### config.mk
export PLATFORM = sky130hd
export DESIGN_NAME = eeg_wram_rdgen_flat
export DESIGN_NICKNAME = d
export VERILOG_FILES = /design/src/rtl/eeg_wram_rdgen_if.sv /design/src/rtl/eeg_wram_rdgen.sv /design/src/flat_wrapper.sv
export SDC_FILE = /design/constraint.sdc
export NUM_CORES = 1
export LEC_CHECK = 0
export CAP_MARGIN = 20
export CORE_MARGIN = 2
export CORE_UTILIZATION = 69
export CTS_CLUSTER_DIAMETER = 80
export DETAILED_ROUTE_END_ITERATION = 10
export DONT_BUFFER_PORTS = 1
export MAX_ROUTING_LAYER = met4
export PLACE_DENSITY_LB_ADDON = 0.05
export RECOVER_POWER = 25
export SYNTH_ARGS = -nofsm -noshare
export SYNTH_HDL_FRONTEND = slang
export SYNTH_SLANG_ARGS = --single-unit
### constraint.sdc
create_clock -name clk -period 5.99 [get_ports clk]
set_input_delay 1.198 -clock clk [delete_from_list [all_inputs] [get_ports clk]]
set_output_delay 1.198 -clock clk [all_outputs]
set_load 0.05 [all_outputs]
### src/rtl/eeg_wram_rdgen_if.sv
// Bus bundle for eeg_wram_rdgen: config, per-bank WRAM address/data channels and joined output.
// EEG_WRAM_RDGEN_STRIDE_EN adds the CFG_ADD_STR config field.
interface eeg_wram_rdgen_if #(
  parameter int unsigned WRAM_NUM_DW = 4,
  parameter int unsigned WRAM_ADD_AW = 13,
  parameter int unsigned WRAM_DAT_DW = 8
);
  logic                               CFG_INFO_VLD;
  logic                               CFG_INFO_RDY;
  logic [WRAM_ADD_AW-1:0]             CFG_ADD_BAS;
  logic [WRAM_ADD_AW-1:0]             CFG_ADD_LEN;
`ifdef EEG_WRAM_RDGEN_STRIDE_EN
  logic [WRAM_ADD_AW-1:0]             CFG_ADD_STR;
`endif
  logic [WRAM_NUM_DW-1:0]             CFG_BNK_MSK;
  logic                               IS_IDLE;
  logic                               RD_DONE;
  logic [WRAM_NUM_DW-1:0]             ETOW_ADD_VLD;
  logic [WRAM_NUM_DW-1:0]             ETOW_ADD_LST;
  logic [WRAM_NUM_DW-1:0]             ETOW_ADD_RDY;
  logic [WRAM_NUM_DW*WRAM_ADD_AW-1:0] ETOW_ADD_ADD;
  logic [WRAM_NUM_DW-1:0]             WTOE_DAT_VLD;
  logic [WRAM_NUM_DW-1:0]             WTOE_DAT_LST;
  logic [WRAM_NUM_DW-1:0]             WTOE_DAT_RDY;
  logic [WRAM_NUM_DW*WRAM_DAT_DW-1:0] WTOE_DAT_DAT;
  logic                               OUT_DAT_VLD;
  logic                               OUT_DAT_LST;
  logic                               OUT_DAT_RDY;
  logic [WRAM_NUM_DW*WRAM_DAT_DW-1:0] OUT_DAT_DAT;

  // Read-generator side.
  modport slave (
`ifdef EEG_WRAM_RDGEN_STRIDE_EN
    input  CFG_ADD_STR,
`endif
    input  CFG_INFO_VLD, CFG_ADD_BAS, CFG_ADD_LEN, CFG_BNK_MSK,
    output CFG_INFO_RDY, IS_IDLE, RD_DONE,
    output ETOW_ADD_VLD, ETOW_ADD_LST, ETOW_ADD_ADD,
    input  ETOW_ADD_RDY,
    input  WTOE_DAT_VLD, WTOE_DAT_LST, WTOE_DAT_DAT,
    output WTOE_DAT_RDY,
    output OUT_DAT_VLD, OUT_DAT_LST, OUT_DAT_DAT,
    input  OUT_DAT_RDY
  );

  // Controller / WRAM / consumer side.
  modport master (
`ifdef EEG_WRAM_RDGEN_STRIDE_EN
    output CFG_ADD_STR,
`endif
    output CFG_INFO_VLD, CFG_ADD_BAS, CFG_ADD_LEN, CFG_BNK_MSK,
    input  CFG_INFO_RDY, IS_IDLE, RD_DONE,
    input  ETOW_ADD_VLD, ETOW_ADD_LST, ETOW_ADD_ADD,
    output ETOW_ADD_RDY,
    output WTOE_DAT_VLD, WTOE_DAT_LST, WTOE_DAT_DAT,
    input  WTOE_DAT_RDY,
    input  OUT_DAT_VLD, OUT_DAT_LST, OUT_DAT_DAT,
    output OUT_DAT_RDY
  );
endinterface

### src/rtl/eeg_wram_rdgen.sv
// Multi-bank WRAM read generator: independent per-bank address issue, lock-step data join.
// Optional EEG_WRAM_RDGEN_STRIDE_EN adds a configurable address stride (default stride 1).
module eeg_wram_rdgen #(
  parameter int unsigned WRAM_NUM_DW = 4,
  parameter int unsigned WRAM_ADD_AW = 13,
  parameter int unsigned WRAM_DAT_DW = 8
) (
  input logic              clk,
  input logic              rst,
  eeg_wram_rdgen_if.slave  bus
);
  localparam int unsigned NUM = WRAM_NUM_DW;
  localparam int unsigned AW  = WRAM_ADD_AW;
  localparam int unsigned DW  = WRAM_DAT_DW;

  typedef enum logic [2:0] {
    StIdle  = 3'b001,
    StRun   = 3'b010,
    StDrain = 3'b100
  } state_e;

  state_e                 state_q, state_d;
  logic [AW-1:0]          len_q, len_d;
  logic [NUM-1:0]         msk_q, msk_d;
  logic [NUM-1:0][AW-1:0] addr_q, addr_d;
  logic [NUM-1:0][AW-1:0] k_q, k_d;
  logic [NUM-1:0]         iss_done_q, iss_done_d;
  logic [AW-1:0]          w_q, w_d;
  logic                   out_done_q, out_done_d;
  logic                   rd_done_q, rd_done_d;
  logic [AW-1:0]          stride;

`ifdef EEG_WRAM_RDGEN_STRIDE_EN
  logic [AW-1:0]          str_q, str_d;
  assign stride = str_q;
`else
  assign stride = AW'(1);
`endif

  logic           is_idle, busy, cfg_hs;
  logic [NUM-1:0] add_vld, add_lst, add_hs, add_last_hs, lane_ok;
  logic           all_issued, out_vld, out_hs, out_last_hs, out_complete;
  logic [NUM*DW-1:0] out_dat;
  logic           unused_lst;

  assign unused_lst = ^bus.WTOE_DAT_LST;

  assign is_idle = (state_q == StIdle);
  assign busy    = (state_q == StRun) || (state_q == StDrain);
  assign cfg_hs  = bus.CFG_INFO_VLD & is_idle;

  always_comb begin
    add_vld = '0;
    add_lst = '0;
    for (int i = 0; i < NUM; i++) begin
      add_vld[i] = (state_q == StRun) & msk_q[i] & ~iss_done_q[i];
      add_lst[i] = add_vld[i] & (k_q[i] == len_q);
    end
  end

  assign add_hs      = add_vld & bus.ETOW_ADD_RDY;
  assign add_last_hs = add_hs & add_lst;
  // Banks finishing their last address this cycle count as done.
  assign all_issued  = &(iss_done_q | ~msk_q | add_last_hs);

  // Disabled lanes never hold up the join.
  assign lane_ok      = bus.WTOE_DAT_VLD | ~msk_q;
  assign out_vld      = busy & (&lane_ok) & ~out_done_q;
  assign out_hs       = out_vld & bus.OUT_DAT_RDY;
  assign out_last_hs  = out_hs & (w_q == len_q);
  assign out_complete = out_done_q | out_last_hs;

  always_comb begin
    out_dat = '0;
    for (int i = 0; i < NUM; i++) begin
      out_dat[i*DW +: DW] = msk_q[i] ? bus.WTOE_DAT_DAT[i*DW +: DW] : '0;
    end
  end

  always_comb begin
    state_d    = state_q;
    len_d      = len_q;
    msk_d      = msk_q;
    addr_d     = addr_q;
    k_d        = k_q;
    iss_done_d = iss_done_q;
    w_d        = w_q;
    out_done_d = out_done_q;
    rd_done_d  = 1'b0;
`ifdef EEG_WRAM_RDGEN_STRIDE_EN
    str_d      = str_q;
`endif
    unique case (state_q)
      StIdle: begin
        if (cfg_hs) begin
          len_d      = bus.CFG_ADD_LEN;
          msk_d      = bus.CFG_BNK_MSK;
`ifdef EEG_WRAM_RDGEN_STRIDE_EN
          str_d      = bus.CFG_ADD_STR;
`endif
          for (int i = 0; i < NUM; i++) addr_d[i] = bus.CFG_ADD_BAS;
          k_d        = '0;
          iss_done_d = '0;
          w_d        = '0;
          out_done_d = 1'b0;
          // An empty bank mask completes immediately without leaving idle.
          if (bus.CFG_BNK_MSK == '0) rd_done_d = 1'b1;
          else                       state_d   = StRun;
        end
      end
      StRun, StDrain: begin
        for (int i = 0; i < NUM; i++) begin
          if (add_hs[i]) begin
            if (add_lst[i]) begin
              iss_done_d[i] = 1'b1;
            end else begin
              k_d[i]    = k_q[i] + AW'(1);
              addr_d[i] = addr_q[i] + stride;
            end
          end
        end
        if (out_hs) begin
          if (w_q == len_q) out_done_d = 1'b1;
          else              w_d        = w_q + AW'(1);
        end
        if (all_issued && out_complete) begin
          state_d   = StIdle;
          rd_done_d = 1'b1;
        end else if (state_q == StRun && all_issued) begin
          state_d = StDrain;
        end
      end
      default: state_d = StIdle;
    endcase
  end

  always_ff @(posedge clk) begin
    if (rst) begin
      state_q    <= StIdle;
      len_q      <= '0;
      msk_q      <= '0;
      addr_q     <= '0;
      k_q        <= '0;
      iss_done_q <= '0;
      w_q        <= '0;
      out_done_q <= 1'b0;
      rd_done_q  <= 1'b0;
`ifdef EEG_WRAM_RDGEN_STRIDE_EN
      str_q      <= '0;
`endif
    end else begin
      state_q    <= state_d;
      len_q      <= len_d;
      msk_q      <= msk_d;
      addr_q     <= addr_d;
      k_q        <= k_d;
      iss_done_q <= iss_done_d;
      w_q        <= w_d;
      out_done_q <= out_done_d;
      rd_done_q  <= rd_done_d;
`ifdef EEG_WRAM_RDGEN_STRIDE_EN
      str_q      <= str_d;
`endif
    end
  end

  assign bus.CFG_INFO_RDY = is_idle;
  assign bus.IS_IDLE      = is_idle;
  assign bus.RD_DONE      = rd_done_q;
  assign bus.ETOW_ADD_VLD = add_vld;
  assign bus.ETOW_ADD_LST = add_lst;
  assign bus.ETOW_ADD_ADD = addr_q;
  assign bus.WTOE_DAT_RDY = msk_q & {NUM{out_hs}};
  assign bus.OUT_DAT_VLD  = out_vld;
  assign bus.OUT_DAT_LST  = out_vld & (w_q == len_q);
  assign bus.OUT_DAT_DAT  = out_dat;

endmodule

### src/flat_wrapper.sv
// flat-port wrapper written by rule: the top's interface ports become plain ports
module eeg_wram_rdgen_flat 
#(
  parameter int unsigned WRAM_NUM_DW = 4,
  parameter int unsigned WRAM_ADD_AW = 13,
  parameter int unsigned WRAM_DAT_DW = 8
)
  (clk, rst, bus_CFG_INFO_VLD, bus_CFG_ADD_BAS, bus_CFG_ADD_LEN, bus_CFG_BNK_MSK, bus_CFG_INFO_RDY, bus_IS_IDLE, bus_RD_DONE, bus_ETOW_ADD_VLD, bus_ETOW_ADD_LST, bus_ETOW_ADD_ADD, bus_ETOW_ADD_RDY, bus_WTOE_DAT_VLD, bus_WTOE_DAT_LST, bus_WTOE_DAT_DAT, bus_WTOE_DAT_RDY, bus_OUT_DAT_VLD, bus_OUT_DAT_LST, bus_OUT_DAT_DAT, bus_OUT_DAT_RDY);
  eeg_wram_rdgen_if #(.WRAM_NUM_DW(WRAM_NUM_DW), .WRAM_ADD_AW(WRAM_ADD_AW), .WRAM_DAT_DW(WRAM_DAT_DW)) bus_i ();
  input logic clk;
  input logic rst;
  input wire logic [$bits(bus_i.CFG_INFO_VLD)-1:0] bus_CFG_INFO_VLD;
  input wire logic [$bits(bus_i.CFG_ADD_BAS)-1:0] bus_CFG_ADD_BAS;
  input wire logic [$bits(bus_i.CFG_ADD_LEN)-1:0] bus_CFG_ADD_LEN;
  input wire logic [$bits(bus_i.CFG_BNK_MSK)-1:0] bus_CFG_BNK_MSK;
  output wire logic [$bits(bus_i.CFG_INFO_RDY)-1:0] bus_CFG_INFO_RDY;
  output wire logic [$bits(bus_i.IS_IDLE)-1:0] bus_IS_IDLE;
  output wire logic [$bits(bus_i.RD_DONE)-1:0] bus_RD_DONE;
  output wire logic [$bits(bus_i.ETOW_ADD_VLD)-1:0] bus_ETOW_ADD_VLD;
  output wire logic [$bits(bus_i.ETOW_ADD_LST)-1:0] bus_ETOW_ADD_LST;
  output wire logic [$bits(bus_i.ETOW_ADD_ADD)-1:0] bus_ETOW_ADD_ADD;
  input wire logic [$bits(bus_i.ETOW_ADD_RDY)-1:0] bus_ETOW_ADD_RDY;
  input wire logic [$bits(bus_i.WTOE_DAT_VLD)-1:0] bus_WTOE_DAT_VLD;
  input wire logic [$bits(bus_i.WTOE_DAT_LST)-1:0] bus_WTOE_DAT_LST;
  input wire logic [$bits(bus_i.WTOE_DAT_DAT)-1:0] bus_WTOE_DAT_DAT;
  output wire logic [$bits(bus_i.WTOE_DAT_RDY)-1:0] bus_WTOE_DAT_RDY;
  output wire logic [$bits(bus_i.OUT_DAT_VLD)-1:0] bus_OUT_DAT_VLD;
  output wire logic [$bits(bus_i.OUT_DAT_LST)-1:0] bus_OUT_DAT_LST;
  output wire logic [$bits(bus_i.OUT_DAT_DAT)-1:0] bus_OUT_DAT_DAT;
  input wire logic [$bits(bus_i.OUT_DAT_RDY)-1:0] bus_OUT_DAT_RDY;
  assign bus_i.CFG_INFO_VLD = bus_CFG_INFO_VLD;
  assign bus_i.CFG_ADD_BAS = bus_CFG_ADD_BAS;
  assign bus_i.CFG_ADD_LEN = bus_CFG_ADD_LEN;
  assign bus_i.CFG_BNK_MSK = bus_CFG_BNK_MSK;
  assign bus_CFG_INFO_RDY = bus_i.CFG_INFO_RDY;
  assign bus_IS_IDLE = bus_i.IS_IDLE;
  assign bus_RD_DONE = bus_i.RD_DONE;
  assign bus_ETOW_ADD_VLD = bus_i.ETOW_ADD_VLD;
  assign bus_ETOW_ADD_LST = bus_i.ETOW_ADD_LST;
  assign bus_ETOW_ADD_ADD = bus_i.ETOW_ADD_ADD;
  assign bus_i.ETOW_ADD_RDY = bus_ETOW_ADD_RDY;
  assign bus_i.WTOE_DAT_VLD = bus_WTOE_DAT_VLD;
  assign bus_i.WTOE_DAT_LST = bus_WTOE_DAT_LST;
  assign bus_i.WTOE_DAT_DAT = bus_WTOE_DAT_DAT;
  assign bus_WTOE_DAT_RDY = bus_i.WTOE_DAT_RDY;
  assign bus_OUT_DAT_VLD = bus_i.OUT_DAT_VLD;
  assign bus_OUT_DAT_LST = bus_i.OUT_DAT_LST;
  assign bus_OUT_DAT_DAT = bus_i.OUT_DAT_DAT;
  assign bus_i.OUT_DAT_RDY = bus_OUT_DAT_RDY;
  eeg_wram_rdgen #(.WRAM_NUM_DW(WRAM_NUM_DW), .WRAM_ADD_AW(WRAM_ADD_AW), .WRAM_DAT_DW(WRAM_DAT_DW)) u_core (.clk(clk), .rst(rst), .bus(bus_i));
endmodule
Yosys cells after proc, flatten, opt, wreduce, memory -nomap -nowiden --
Cells that the tools add are included.
Storage, ports and cells: register bits 143, output and inout port bits 101, word-level logic and storage cells 155, input port bits 78
Operators by class: multiplexer cells 51, bitwise operators 31, reductions and logical operators 20, add/subtract/negate cells 9, equality and inequality tests 26
Operators with widths (number):
- 13-bit 2-to-1 mux | 19
- 52-bit one-hot mux with 2 select lines | 2
- 13-bit by 1-bit adder with 13-bit output, second input constant | 9
- 52-bit 2-to-1 mux | 2
- 13-bit == test | 5
- 4-bit AND reduction | 12
- 8-bit 2-to-1 mux | 4
- 13-bit one-hot mux with 2 select lines | 1
- 2-bit by 1-bit != test with 1-bit output, second input constant | 10
- 1-bit AND | 18
- 1-bit 2-to-1 mux | 14
- 2-bit != test, second input constant | 7
- 4-bit AND | 3
- 3-bit 2-to-1 mux | 4
- 4-bit bitwise OR | 3
- 4-bit one-hot mux with 2 select lines | 1
- 3-bit one-hot mux with 2 select lines | 1
- 1-bit NOT | 5
- 4-bit zero test | 1
- 4-bit 2-to-1 mux | 1
- 4-bit NOT | 1
- 1-bit one-hot mux with 2 select lines | 2
- 3-bit by 1-bit == test with 1-bit output, second input constant | 1
- 3-bit by 2-bit == test with 1-bit output, second input constant | 1
- 9 further kinds | 10

Logic depth before layout (Yosys ltp) --
word-level depth 11, mapped depth 10, mapped depth without buffers 8

Worst setup path after synthesis --
OpenSTA, ideal clock, no wires.
kind in2out, from in bus_WTOE_DAT_VLD[0], to out bus_OUT_DAT_LST, arrival time 3.118 ns, data required time 4.792 ns, setup slack 1.674 ns, path buffers 0, stages 4, path through nand2b_1 -> nand4_1 -> nor3_1 -> and2_1
Between the ends: longest elaborated chain between the ends 5
Ends and longest elaborated chain:
- start: declaration | RTL line flat_wrapper.sv:23 | input wire logic [$bits(bus_i.WTOE_DAT_VLD)-1:0] bus_WTOE_DAT_VLD;
- 4-bit bitwise OR | RTL line eeg_wram_rdgen.sv:67 | assign lane_ok = bus.WTOE_DAT_VLD | ~msk_q;
- 4-bit AND reduction | RTL line eeg_wram_rdgen.sv:68 | assign out_vld = busy & (&lane_ok) & ~out_done_q;
- 1-bit AND (2 in series) | RTL line eeg_wram_rdgen.sv:68
- named net bus_OUT_DAT_VLD | RTL line flat_wrapper.sv:27 | output wire logic [$bits(bus_i.OUT_DAT_VLD)-1:0] bus_OUT_DAT_VLD;
- 1-bit AND | RTL line eeg_wram_rdgen.sv:175 | assign bus.OUT_DAT_LST = out_vld & (w_q == len_q);
- end: declaration | RTL line flat_wrapper.sv:28 | output wire logic [$bits(bus_i.OUT_DAT_LST)-1:0] bus_OUT_DAT_LST;
The timed path passes the listed nets, and every way through them passes these cells.

Final worst setup path --
from reg u_core.state_q[0], to reg u_core.k_q[5] (netlist bit)
Between the ends: elaborated cells between the ends (all ways) 15, those cells by class eq/ne: 6; mux: 1; bitwise: 5; reduce/logical: 3
RTL lines:
- start: declaration | RTL line eeg_wram_rdgen.sv:22 | state_e state_q, state_d;
- start signal: assignment | RTL line eeg_wram_rdgen.sv:139 | state_q <= StIdle;
- start signal: assignment | RTL line eeg_wram_rdgen.sv:152 | state_q <= state_d;
- 3-bit by 1-bit == test with 1-bit output (*) | RTL line eeg_wram_rdgen.sv:48 | assign is_idle = (state_q == StIdle);
- named net bus_IS_IDLE | RTL line flat_wrapper.sv:17 | output wire logic [$bits(bus_i.IS_IDLE)-1:0] bus_IS_IDLE;
- 1-bit AND | RTL line eeg_wram_rdgen.sv:50 | assign cfg_hs = bus.CFG_INFO_VLD & is_idle;
- 2-bit != test (no source line)
- 4-bit AND reduction (no source line)
- end signal: assignment | RTL line eeg_wram_rdgen.sv:156 | k_q <= k_d;
- end: declaration | RTL line eeg_wram_rdgen.sv:26 | logic [NUM-1:0][AW-1:0] k_q, k_d;
The timed path passes the listed nets; every way through them passes the cells marked *. A chain may end at the register's enable or synchronous reset.

==> impl_metrics.env <==
export IMPL_dieArea_um2=12400
export IMPL_cts_setup_buffers=0
export IMPL_p_switching_uw=1490
export IMPL_min_period_over_period_pct=72.1
export IMPL_vias=7730
export IMPL_path_clk_slew_ns=0.06
export IMPL_hold_buffers=0
export IMPL_cts_buffers=17
export IMPL_synth_area_leaders="dfxtp_1 (36%), xor2_1 (9.5%), nor2_1 (5.2%), nand2_1 (5.2%), a21oi_1 (4.8%)"
export IMPL_ys_seq_area_share_pct=36.0
export IMPL_initial_core_util_pct=70.2
export IMPL_drt_total_wl_um=22900
export IMPL_nFillCells=862
export IMPL_port_buffers=0
export IMPL_cp_cell_sequence="inv_1, nor3_1, clkbuf_1, nand2_1, clkbuf_1, nand2_1, clkbuf_1, buf_4, nor2_1"
export IMPL_grt_usage_pct=37.0
export IMPL_ios=179
export IMPL_cellPowerDensity_nw_per_um2=408
export IMPL_cts_htree_levels=4
export IMPL_synth_edf_count=0
export IMPL_worstSetupStartpointType="register"
export IMPL_crit_family="buffers and inverters"
export IMPL_ant_nets=0
export IMPL_routed_wire_length_per_instance_um=20.0
export IMPL_yosysWarningCount=0
export IMPL_critPathArrivalTime_ns=4.62
export IMPL_core_area_um2=11300
export IMPL_post_dp_hpwl_um=15800
export IMPL_synth_fp_nets=1119
export IMPL_finalSetupViolations=0
export IMPL_clock_skew_ns=0.00464
export IMPL_clkPwrFrac_pct=30.4
export IMPL_r2r_setup_slack_ns=1.67
export IMPL_cts_tree="yes"
export IMPL_fin_setup_tns_ns=0
export IMPL_finalHoldViolations=0
export IMPL_path_buf_inv=5
export IMPL_syn_area_um2=7950
export IMPL_crit_path_frequent_cell="clkbuf_1"
export IMPL_report_final_slew_viol_count=0
export IMPL_swShare_pct=42.7
export IMPL_cap_violations=0
export IMPL_rsz0062_at_grt="no"
export IMPL_ir_drop_mv=0.399
export IMPL_fin_util_pct=75.7
export IMPL_required_ns=6.29
export IMPL_drcViolationCount=0
export IMPL_nNetsFinal=1080
export IMPL_antenna_found_initial=0
export IMPL_r2r_end="u_core.k_q[5]"
export IMPL_ff_latch_area_um2=2860
export IMPL_maxSlewHeadroom_pct=7.31
export IMPL_synth_avg_cell_area_um2=7.71
export IMPL_die_x_um=111
export IMPL_synth_top_area_cell="dfxtp_1"
export IMPL_critical_path_depth=9
export IMPL_netlist_area_leader_share_pct=36.0
export IMPL_clockBufferDepth=2
export IMPL_place_congestion=0.916
export IMPL_status="finished clean"
export IMPL_drt_iter0_drc=726
export IMPL_crit_path_end_kind="register"
export IMPL_grt_overflow=0
export IMPL_yosysUniqueCellTypes=55
export IMPL_slowest_stage="clkbuf_1"
export IMPL_viasPerCell=6.74
export IMPL_cts_resized=0
export IMPL_crit_end="u_core.k_q[5]"
export IMPL_reg2reg_from="u_core.state_q[0]"
export IMPL_grt_max_degree=84
export IMPL_fmax_mhz=232
export IMPL_worstHoldPathType="reg -> reg"
export IMPL_worstMarginPinSlew_ns=1.39
export IMPL_combPwrFrac_pct=25.9
export IMPL_worst_r2r_cell_count=9
export IMPL_critPathLaunch="u_core.state_q[0]"
export IMPL_path_class="reg -> reg"
export IMPL_drive_above_1_share_pct=5.08
export IMPL_power_uw=3490
export IMPL_fp_dieH_um=111
export IMPL_cp_max_fo=30
export IMPL_period_minus_slack_ns=4.32
export IMPL_clkSinkCount=143
export IMPL_grt_pass1_wl_um=36100
export IMPL_rows=39
export IMPL_max_stage_delay_ns=0.89
export IMPL_diodes=0
export IMPL_ys_flop_type="dfxtp_1"
export IMPL_syn2layout_area_growth_pct=7.74
export IMPL_firstDrtPassIters=6
export IMPL_synthCells=1032
export IMPL_p_int_uw=2000
export IMPL_multi_input_area_um2=4800
export IMPL_pwr_share_seq_pct=43.7
export IMPL_dp_slack_ns=1.84
export IMPL_p_leak_uw=0.00324
export IMPL_clock_root_buffer="clkbuf_16"
export IMPL_grt_pass1_vias=7239
export IMPL_async_flop_share_pct=0
export IMPL_clock_latency_ns=0.42
export IMPL_synth_seq_cells=143
export IMPL_setup_ws_ns=1.67
[cell usage after synthesis (4+ instances only)]
master	n
dfxtp_1	143
nor2_1	111
nand2_1	110
xor2_1	86
a21oi_1	77
clkbuf_1	56
o21ai_0	55
nand3_1	49
and2_1	48
a211oi_1	34
nand4_1	33
o22ai_1	25
xnor2_1	25
and3_1	22
nor3_1	22
or3_1	15
nor4_1	12
inv_1	10
ha_1	9
a22oi_1	8
buf_2	7
buf_1	6
nand2b_1	6
a31oi_1	5
nor2b_1	5
a31o_2	4
nor3b_1	4
nor4b_1	4
[worst min path at each step]
stage                         start  cells past startpoint                    to  slack [ns]
4_1_cts        u_core.iss_done_q[0]                      2  u_core.iss_done_q[0]        0.47
5_1_grt        u_core.iss_done_q[0]                      2  u_core.iss_done_q[0]        0.50
2_1_floorplan  u_core.iss_done_q[0]                      2  u_core.iss_done_q[0]        0.43
3_3_place_gp   u_core.iss_done_q[1]                      2  u_core.iss_done_q[1]        0.44
3_5_place_dp   u_core.iss_done_q[0]                      2  u_core.iss_done_q[0]        0.46
6_report       u_core.iss_done_q[0]                      2  u_core.iss_done_q[0]        0.47
[per-stage QoR]
| step | instances | instance area [um^2] | hold slack [ns] |
|---|---|---|---|
| finish | 1147 | 8570 | 0.472 |
| CTS | 1144 | 8550 | 0.475 |
| detailed placement | 1114 | 7960 | 0.462 |
| floorplan | 1032 | 7950 | 0.431 |
| global route | 1147 | 8570 | 0.496 |
| global placement | 1113 | 7950 | 0.442 |
[routing by layer]
layer	share of wire [%]	routed length, um	vias to the layer above	track usage (%)
met4	4.8	1090	0	17.9
met2	48	10900	427	59.3
met1	38	8740	3628	43.4
met3	9.5	2180	98	9.91
li1	-	-	3577	-
met5	0	0	-	-
[placed cells by master, fill, tap and decap left out, types with 4 or more instances in the layout]
cell and count:
and3_1 22, o22ai_1 25, o21ai_0 55, dfxtp_1 143
or3_1 15, xnor2_1 25, a22oi_1 8, clkinv_2 4
inv_1 10, nand2b_1 6, nor2b_1 5, clkbuf_8 7
a21oi_1 77, nand2_1 110, xor2_1 86, a211oi_1 34
nor4_1 12, a31o_2 4, clkbuf_16 17, nor3b_1 4
nand3_1 49, nand4_1 33, nor2_1 110, nor4b_1 4
nor3_1 18, buf_4 6, nor3_2 4, ha_1 9
clkbuf_1 4, a31oi_1 5, and2_1 47
[flip-flops by register name, summed over array words and instances, names as in the netlist]
signal and cells:
u_core.bus.ETOW_ADD_ADD 52, u_core.out_done_q 1, u_core.iss_done_q 4, u_core.k_q 52, u_core.len_q 13, u_core.state_q 3
u_core.bus.RD_DONE 1, u_core.msk_q 4, u_core.w_q 13
[cell families after synthesis]
logic type | Yosys count | share of synthesized area, %
XOR/XNOR | 111 | 12.2
multiplexers | 1 | 0.126
buffers and inverters | 80 | 3.93
flip-flops | 143 | 36.0
adder cells (fa/ha/maj) | 9 | 1.42
AO/OA/AOI/OAI | 234 | 18.0
AND/OR/NAND/NOR | 454 | 28.4
[layout make-up]
class                      instances  area share [%]
multi-input combinational        809            56.1
sequential                       143            33.4
clock buffer                      24            5.97
tap                              143            2.09
timing repair buffer              12            1.08
clock inverter                     6           0.935
inverter                          10           0.438
[power by group through the flow]
stage / combinational [uW] / clock, uW / sequential (uW)
final: 907 / 1060 / 1530
after global routing: 988 / 1100 / 1540
after CTS: 900 / 1060 / 1520
after detailed placement: 894 / 0 / 1540
after global placement: 859 / 0 / 1530
after floorplan: 777 / 0 / 1430
[worst reg2reg max path, delay by kind of cell, from the launching register on]
kind | cells | cell delay [ns]
buffers and inverters | 5 | 2.73
DFF | 1 | 0.46
and+or+nand+nor | 4 | 1.02
(Power assumes the default switching activity.)
